--- src/rtl/oric_audio_pkg.sv ---
// Shared types, widths and scaling helpers for the Oric audio back-end.
package oric_audio_pkg;

    localparam int PSG_CH_W  = 12;
    localparam int PSG_MIX_W = 14;
    localparam int AUDIO_W   = 16;
    localparam int SUM_W     = PSG_CH_W + 1;

    typedef enum logic [1:0] {
        STEREO_OFF  = 2'b00,
        STEREO_ABC  = 2'b01,
        STEREO_ACB  = 2'b10,
        STEREO_ACB2 = 2'b11
    } stereo_mode_t;

    // A 13-bit channel-pair sum fills the 16-bit range with three zero LSBs.
    function automatic logic [AUDIO_W-1:0] scale_sum(input logic [SUM_W-1:0] s);
        return {s, 3'b000};
    endfunction

    // The 14-bit mono mix fills the 16-bit range with two zero LSBs.
    function automatic logic [AUDIO_W-1:0] scale_mix(input logic [PSG_MIX_W-1:0] m);
        return {m, 2'b00};
    endfunction

endpackage

--- src/rtl/audio_lpf.sv ---
// One-pole low-pass filter channel: y <= y + ((x - y) >>> SHIFT) on each valid sample.
// The step is a fraction of the remaining distance, so y never overshoots x
// and always stays inside 0..0xFFFF.
module audio_lpf
    import oric_audio_pkg::*;
#(
    parameter int SHIFT = 2
) (
    input  logic               clk_sys,
    input  logic               RESET,
    input  logic               valid,
    input  logic [AUDIO_W-1:0] x,
    output logic [AUDIO_W-1:0] y
);

    logic signed [AUDIO_W:0] diff;
    logic signed [AUDIO_W:0] step;

    assign diff = $signed({1'b0, x}) - $signed({1'b0, y});
    assign step = diff >>> SHIFT;

    // Accumulate the scaled difference only when a new sample arrives.
    always_ff @(posedge clk_sys) begin
        if (RESET) begin
            y <= '0;
        end else if (valid) begin
            y <= AUDIO_W'($unsigned(step) + (AUDIO_W + 1)'(y));
        end
    end

endmodule

--- src/rtl/oric_audio_mixer.sv ---
// Oric audio back-end: samples the PSG channels at a fixed rate, builds
// Off/ABC/ACB stereo pairs, scales to 16-bit unsigned and registers the result
// with a one-cycle sample strobe.
// Optional feature macro: ORIC_AUDIO_LPF_EN adds a one-pole low-pass filter per
// channel after the select/scale stage (one extra cycle of latency).
//
// Pipeline handshake: each stage carries a valid bit that is a single-cycle
// pulse; a stage loads its data registers only when the upstream valid is high
// and holds them otherwise. There is no back-pressure: SAMPLE_DIV >= 8 keeps
// ticks further apart than the pipeline is deep.
module oric_audio_mixer
    import oric_audio_pkg::*;
#(
    parameter int SAMPLE_DIV = 512,
    parameter int LPF_SHIFT  = 2
) (
    input  logic                 clk_sys,
    input  logic                 RESET,
    input  logic [PSG_CH_W-1:0]  psg_a,
    input  logic [PSG_CH_W-1:0]  psg_b,
    input  logic [PSG_CH_W-1:0]  psg_c,
    input  logic [PSG_MIX_W-1:0] psg_mix,
    input  logic [1:0]           stereo,
    input  logic                 mute,
    output logic [AUDIO_W-1:0]   audio_l,
    output logic [AUDIO_W-1:0]   audio_r,
    output logic                 sample_stb
);

    // Elaboration-time guard on the legal parameter ranges.
    if (SAMPLE_DIV < 8 || SAMPLE_DIV > 65535 || LPF_SHIFT < 1 || LPF_SHIFT > 6) begin : g_bad_params
        $error("oric_audio_mixer: SAMPLE_DIV or LPF_SHIFT out of range");
    end

    localparam logic [15:0] DIV_LAST = 16'(SAMPLE_DIV - 1);

    logic [15:0] div_cnt;
    logic        tick;

    // Stage 0 holding registers.
    logic [PSG_CH_W-1:0]  hold_a;
    logic [PSG_CH_W-1:0]  hold_b;
    logic [PSG_CH_W-1:0]  hold_c;
    logic [PSG_MIX_W-1:0] hold_mix;
    stereo_mode_t         hold_mode;
    logic                 hold_mute;
    logic                 v0;

    // Stage 1 sums and carried controls.
    logic [SUM_W-1:0]     sum_ab;
    logic [SUM_W-1:0]     sum_ac;
    logic [SUM_W-1:0]     sum_bc;
    logic [PSG_MIX_W-1:0] s1_mix;
    stereo_mode_t         s1_mode;
    logic                 s1_mute;
    logic                 v1;

    // Stage 2 select/scale results.
    logic [AUDIO_W-1:0]   l_c;
    logic [AUDIO_W-1:0]   r_c;

    logic                 stb_q;

    assign tick = (div_cnt == DIV_LAST);

    // Free-running sample-rate divider, 0..SAMPLE_DIV-1.
    always_ff @(posedge clk_sys) begin
        if (RESET) begin
            div_cnt <= '0;
        end else if (tick) begin
            div_cnt <= '0;
        end else begin
            div_cnt <= div_cnt + 16'd1;
        end
    end

    // Stage 0: snapshot all inputs on tick so mid-period changes are ignored.
    always_ff @(posedge clk_sys) begin
        if (RESET) begin
            hold_a    <= '0;
            hold_b    <= '0;
            hold_c    <= '0;
            hold_mix  <= '0;
            hold_mode <= STEREO_OFF;
            hold_mute <= 1'b0;
            v0        <= 1'b0;
        end else begin
            v0 <= tick;
            if (tick) begin
                hold_a    <= psg_a;
                hold_b    <= psg_b;
                hold_c    <= psg_c;
                hold_mix  <= psg_mix;
                hold_mode <= stereo_mode_t'(stereo);
                hold_mute <= mute;
            end
        end
    end

    // Stage 1: zero-extended pair sums; 13 bits cannot overflow.
    always_ff @(posedge clk_sys) begin
        if (RESET) begin
            sum_ab  <= '0;
            sum_ac  <= '0;
            sum_bc  <= '0;
            s1_mix  <= '0;
            s1_mode <= STEREO_OFF;
            s1_mute <= 1'b0;
            v1      <= 1'b0;
        end else begin
            v1 <= v0;
            if (v0) begin
                sum_ab  <= {1'b0, hold_a} + {1'b0, hold_b};
                sum_ac  <= {1'b0, hold_a} + {1'b0, hold_c};
                sum_bc  <= {1'b0, hold_b} + {1'b0, hold_c};
                s1_mix  <= hold_mix;
                s1_mode <= hold_mode;
                s1_mute <= hold_mute;
            end
        end
    end

    // Stage 2: pick the stereo pairing and scale to 16 bits; mute wins.
    always_comb begin
        l_c = '0;
        r_c = '0;
        case (s1_mode)
            STEREO_OFF: begin
                l_c = scale_mix(s1_mix);
                r_c = scale_mix(s1_mix);
            end
            STEREO_ABC: begin
                l_c = scale_sum(sum_ab);
                r_c = scale_sum(sum_bc);
            end
            default: begin
                l_c = scale_sum(sum_ac);
                r_c = scale_sum(sum_bc);
            end
        endcase
        if (s1_mute) begin
            l_c = '0;
            r_c = '0;
        end
    end

`ifdef ORIC_AUDIO_LPF_EN
    logic [AUDIO_W-1:0] x_l;
    logic [AUDIO_W-1:0] x_r;
    logic               v2;

    // Register the stage 2 result as the filter input sample.
    always_ff @(posedge clk_sys) begin
        if (RESET) begin
            x_l   <= '0;
            x_r   <= '0;
            v2    <= 1'b0;
            stb_q <= 1'b0;
        end else begin
            v2    <= v1;
            stb_q <= v2;
            if (v1) begin
                x_l <= l_c;
                x_r <= r_c;
            end
        end
    end

    audio_lpf #(.SHIFT(LPF_SHIFT)) u_lpf_l (
        .clk_sys (clk_sys),
        .RESET   (RESET),
        .valid   (v2),
        .x       (x_l),
        .y       (audio_l)
    );

    audio_lpf #(.SHIFT(LPF_SHIFT)) u_lpf_r (
        .clk_sys (clk_sys),
        .RESET   (RESET),
        .valid   (v2),
        .x       (x_r),
        .y       (audio_r)
    );
`else
    logic [AUDIO_W-1:0] out_l_q;
    logic [AUDIO_W-1:0] out_r_q;

    // Output register: load the stage 2 pair and pulse the strobe.
    always_ff @(posedge clk_sys) begin
        if (RESET) begin
            out_l_q <= '0;
            out_r_q <= '0;
            stb_q   <= 1'b0;
        end else begin
            stb_q <= v1;
            if (v1) begin
                out_l_q <= l_c;
                out_r_q <= r_c;
            end
        end
    end

    assign audio_l = out_l_q;
    assign audio_r = out_r_q;
`endif

    assign sample_stb = stb_q;

endmodule

--- config.mk ---
export PLATFORM = sky130hd
export DESIGN_NAME = oric_audio_mixer
export DESIGN_NICKNAME = d
export VERILOG_FILES = /design/src/rtl/oric_audio_pkg.sv /design/src/rtl/audio_lpf.sv /design/src/rtl/oric_audio_mixer.sv
export SDC_FILE = /design/constraint.sdc
export NUM_CORES = 1
export LEC_CHECK = 0
export CAP_MARGIN = 20
export CORE_MARGIN = 2
export CORE_UTILIZATION = 61
export DETAILED_ROUTE_END_ITERATION = 16
export PLACE_DENSITY_LB_ADDON = 0.1
export SYNTH_ARGS = -nofsm -noshare
export SYNTH_HDL_FRONTEND = slang
export SYNTH_HIERARCHICAL = 1
export SYNTH_SLANG_ARGS = --single-unit
--- constraint.sdc ---
create_clock -name clk_sys -period 4.99 [get_ports clk_sys]
set_input_delay 0.499 -clock clk_sys [delete_from_list [all_inputs] [get_ports clk_sys]]
set_output_delay 0.499 -clock clk_sys [all_outputs]
set_load 0.1 [all_outputs]
==> flow_summary.json <==
{
  "cp-end-kind": "flip-flop",
  "power.switching_w": 0.000551,
  "antenna_left": 0,
  "setup_viol": 0,
  "start_kind": "flip-flop",
  "detail_route.wl_per_cell_um": 16.7,
  "grt_pass1_vias": 6639,
  "die_height_um": 116,
  "via_per_inst": 5.87,
  "p_leak_nw": 3.41,
  "skew_ns": 0.00545,
  "path_cells": "ha_1 > fa_1 > a211o_1 > a21o_1 > o41a_1 > o2111a_1 > a311o_1",
  "p_per_area_mw_per_mm2": 290,
  "power_frac_seq_pct": 47.3,
  "cts_setup_buffers": 0,
  "ys_ff_latch": 156,
  "clkSlewWorstSetupHoldPaths_ns": 0.06,
  "synth_cells": 912,
  "seq_area_frac_synth_pct": 40.7,
  "p_int_w": 0.00209,
  "path_buf_inv": 0,
  "ios": 88,
  "netlist-cell-type-count": 66,
  "clockRootBuffer": "clkbuf_16",
  "slowest_delay_ns": 0.44,
  "cts_tree": "built",
  "synthArstFlopShare_pct": 0,
  "ctsHoldBuffers": 0,
  "drc": 0,
  "crit_slowest_cell": "fa_1",
  "cap_violations": 0,
  "stdcell_count": 1150,
  "die_area_mm2": 0.0135,
  "synth_flop_cell": "dfxtp_1",
  "yosysWarnings": 6,
  "grt-ovfl-total": 0,
  "cp_top_family": "compound AO/OA/AOI/OAI gates",
  "rsz0062_at_grt": "false",
  "relSlewSlack_pct": 33.6,
  "wirelength_mm": 19.2,
  "clk_path_buf_depth": 2,
  "worstSetupPathType": "reg -> reg",
  "finalMaxSlewViolations": 0,
  "synth_top_area_share_pct": 40.7,
  "fmax_ghz": 0.384,
  "synth_most_common_cell": "dfxtp_1",
  "avgSynthCellArea_um2": 8.41,
  "num-nets-final": 1065,
  "synth_edf_count": 0,
  "antenna_found_initial": 0,
  "insertion_delay_ns": 0.43,
  "grt_usage_pct": 29.7,
  "critical_path_required_ns": 5.31,
  "finalCriticalPeriod_ns": 2.61,
  "clkSinkCount": 156,
  "ir_drop_mv": 0.260,
  "power_frac_comb_pct": 3.1,
  "worstMarginPinSlew_ns": 0.996,
  "rows": 40,
  "yosysTopAreaCell": "dfxtp_1",
  "gp_congestion": 0.916,
  "sw_frac_of_total_pct": 20.9,
  "synthTopCellsByCount": "dfxtp_1 (156), nand2_1 (154), a21oi_1 (112)",
  "path_max_fanout": 3,
  "crit_arrival_ns": 2.92,
  "syn_area_mm2": 0.00767,
  "drtIter0Drc": 392,
  "detail_route.first_pass.iterations": 7,
  "grt_max_degree": 97,
  "h-tree-depth": 4,
  "dp_hpwl_mm": 13.4,
  "hold_violations": 0,
  "grt_pass1_wl_mm": 31.3,
  "ctsResizeCount": 0,
  "area_growth_pct": 18.8,
  "die_w_um": 116,
  "status": "finished clean",
  "diodes": 0,
  "start_util_pct": 63.1,
  "p_clk_share_pct": 49.5,
  "cts_buffers": 17,
  "port_buffers": 83,
  "tns_ns": 0,
  "vias": 6754,
  "hp-class": "reg -> reg",
  "final_layout_size_suffix_gt1_share_pct": 6.62,
  "pre_cts_slack_ns": 2.43,
  "post-route-period-util_pct": 52.2,
  "synth_area_leaders": "dfxtp_1 (41%), nand2_1 (7.5%), a21oi_1 (7.3%)",
  "placedCellCount": 1118,
  "fin_ws_ns": 2.38,
  "design.core.area_mm2": 0.0122
}
[cells by family (layout without fill, tap and decap cells)]
family                   after synthesis  in the layout  share of synthesized area, %
buffers and inverters                 71            138                          4.61
multiplexers                          56             56                          7.53
adder cells (fa/ha/maj)               40             40                          6.82
AO/OA/AOI/OAI                        209            209                          16.5
flip-flops                           156            156                          40.7
other                                  1              4                        0.0489
XOR/XNOR                              21             21                          2.40
AND/OR/NAND/NOR                      358            358                          21.4
[power by group through the flow]
stage / combinational, W / clock, W / sequential [W]
finish: 0.0000830 / 0.00131 / 0.00125
detailed placement: 0.0000827 / 0 / 0.00128
global placement: 0.0000806 / 0 / 0.00128
floorplan: 0.0000390 / 0 / 0.00128
global route: 0.0000888 / 0.00138 / 0.00125
CTS: 0.0000829 / 0.00132 / 0.00125
[routing by layer]
layer	part of all wire [%]	GRT usage [%]
met4	3.1	13.7
met3	4.1	5.66
met5	0	0
met1	43	36.0
met2	50	51.3
[worst paths after layout]
kind | slack [ns] | cells after the start | endpoint | start
max | 2.38 | 7 | sum_ab[10]$_SDFFE_PP0P_ | hold_a[0]$_SDFFE_PP0P_
min | 0.45 | 2 | hold_mix[0]$_SDFFE_PP0P_ | hold_mix[0]$_SDFFE_PP0P_
max reg2reg | 2.38 | 7 | sum_ab[10]$_SDFFE_PP0P_ | hold_a[0]$_SDFFE_PP0P_
min reg2reg | 0.45 | 2 | hold_mix[0]$_SDFFE_PP0P_ | hold_mix[0]$_SDFFE_PP0P_
[flip-flops by register name, indices dropped and copies added, names as in the netlist, 2 cells and up]
name / count
sum_ac: 13
hold_c: 12
s1_mode: 2
hold_mode: 2
sum_bc: 13
hold_b: 12
audio_l: 14
s1_mix: 14
audio_r: 14
sum_ab: 13
div_cnt: 16
hold_mix: 14
hold_a: 12
[worst reg2reg max path, stage by stage, from the launching register on]
cell and delay (ns):
dfxtp_1 0.34, ha_1 0.25, fa_1 0.44, a211o_1 0.30
a21o_1 0.20, o41a_1 0.38, o2111a_1 0.27, a311o_1 0.31
[cells in the final DEF (no fill, tap or decap), drive strengths merged, types with 17 or more instances in the layout]
master           n
nor2            92
clkbuf          23
ha              37
o21ai           31
dfxtp          156
nand3           17
nor2b           31
clkdlybuf4s50   82
a21oi          112
nand2          154
inv             18
mux2i           42
[final cells by class]
class / count / area [um^2]
clock buffers: 23 / 498
clock inverters: 8 / 105
fillers: 909 / 3050
inverters: 16 / 60.1
multi-input cells: 688 / 4210
flip-flops and latches: 156 / 3120
well taps: 168 / 210
repair buffers: 91 / 908
[stage by stage]
step           power [W]  hold slack, ns  util [%]  area (um^2)
6_report         0.00264           0.452      74.9         9110
5_1_grt          0.00271           0.470      74.9         9110
4_1_cts          0.00265           0.452      74.7         9090
3_5_place_dp     0.00136           0.443      69.8         8480
3_3_place_gp     0.00136           0.440      69.8         8480
2_1_floorplan    0.00132           0.430         -         7680
Note: power is estimated with default switching activity, not from simulation.
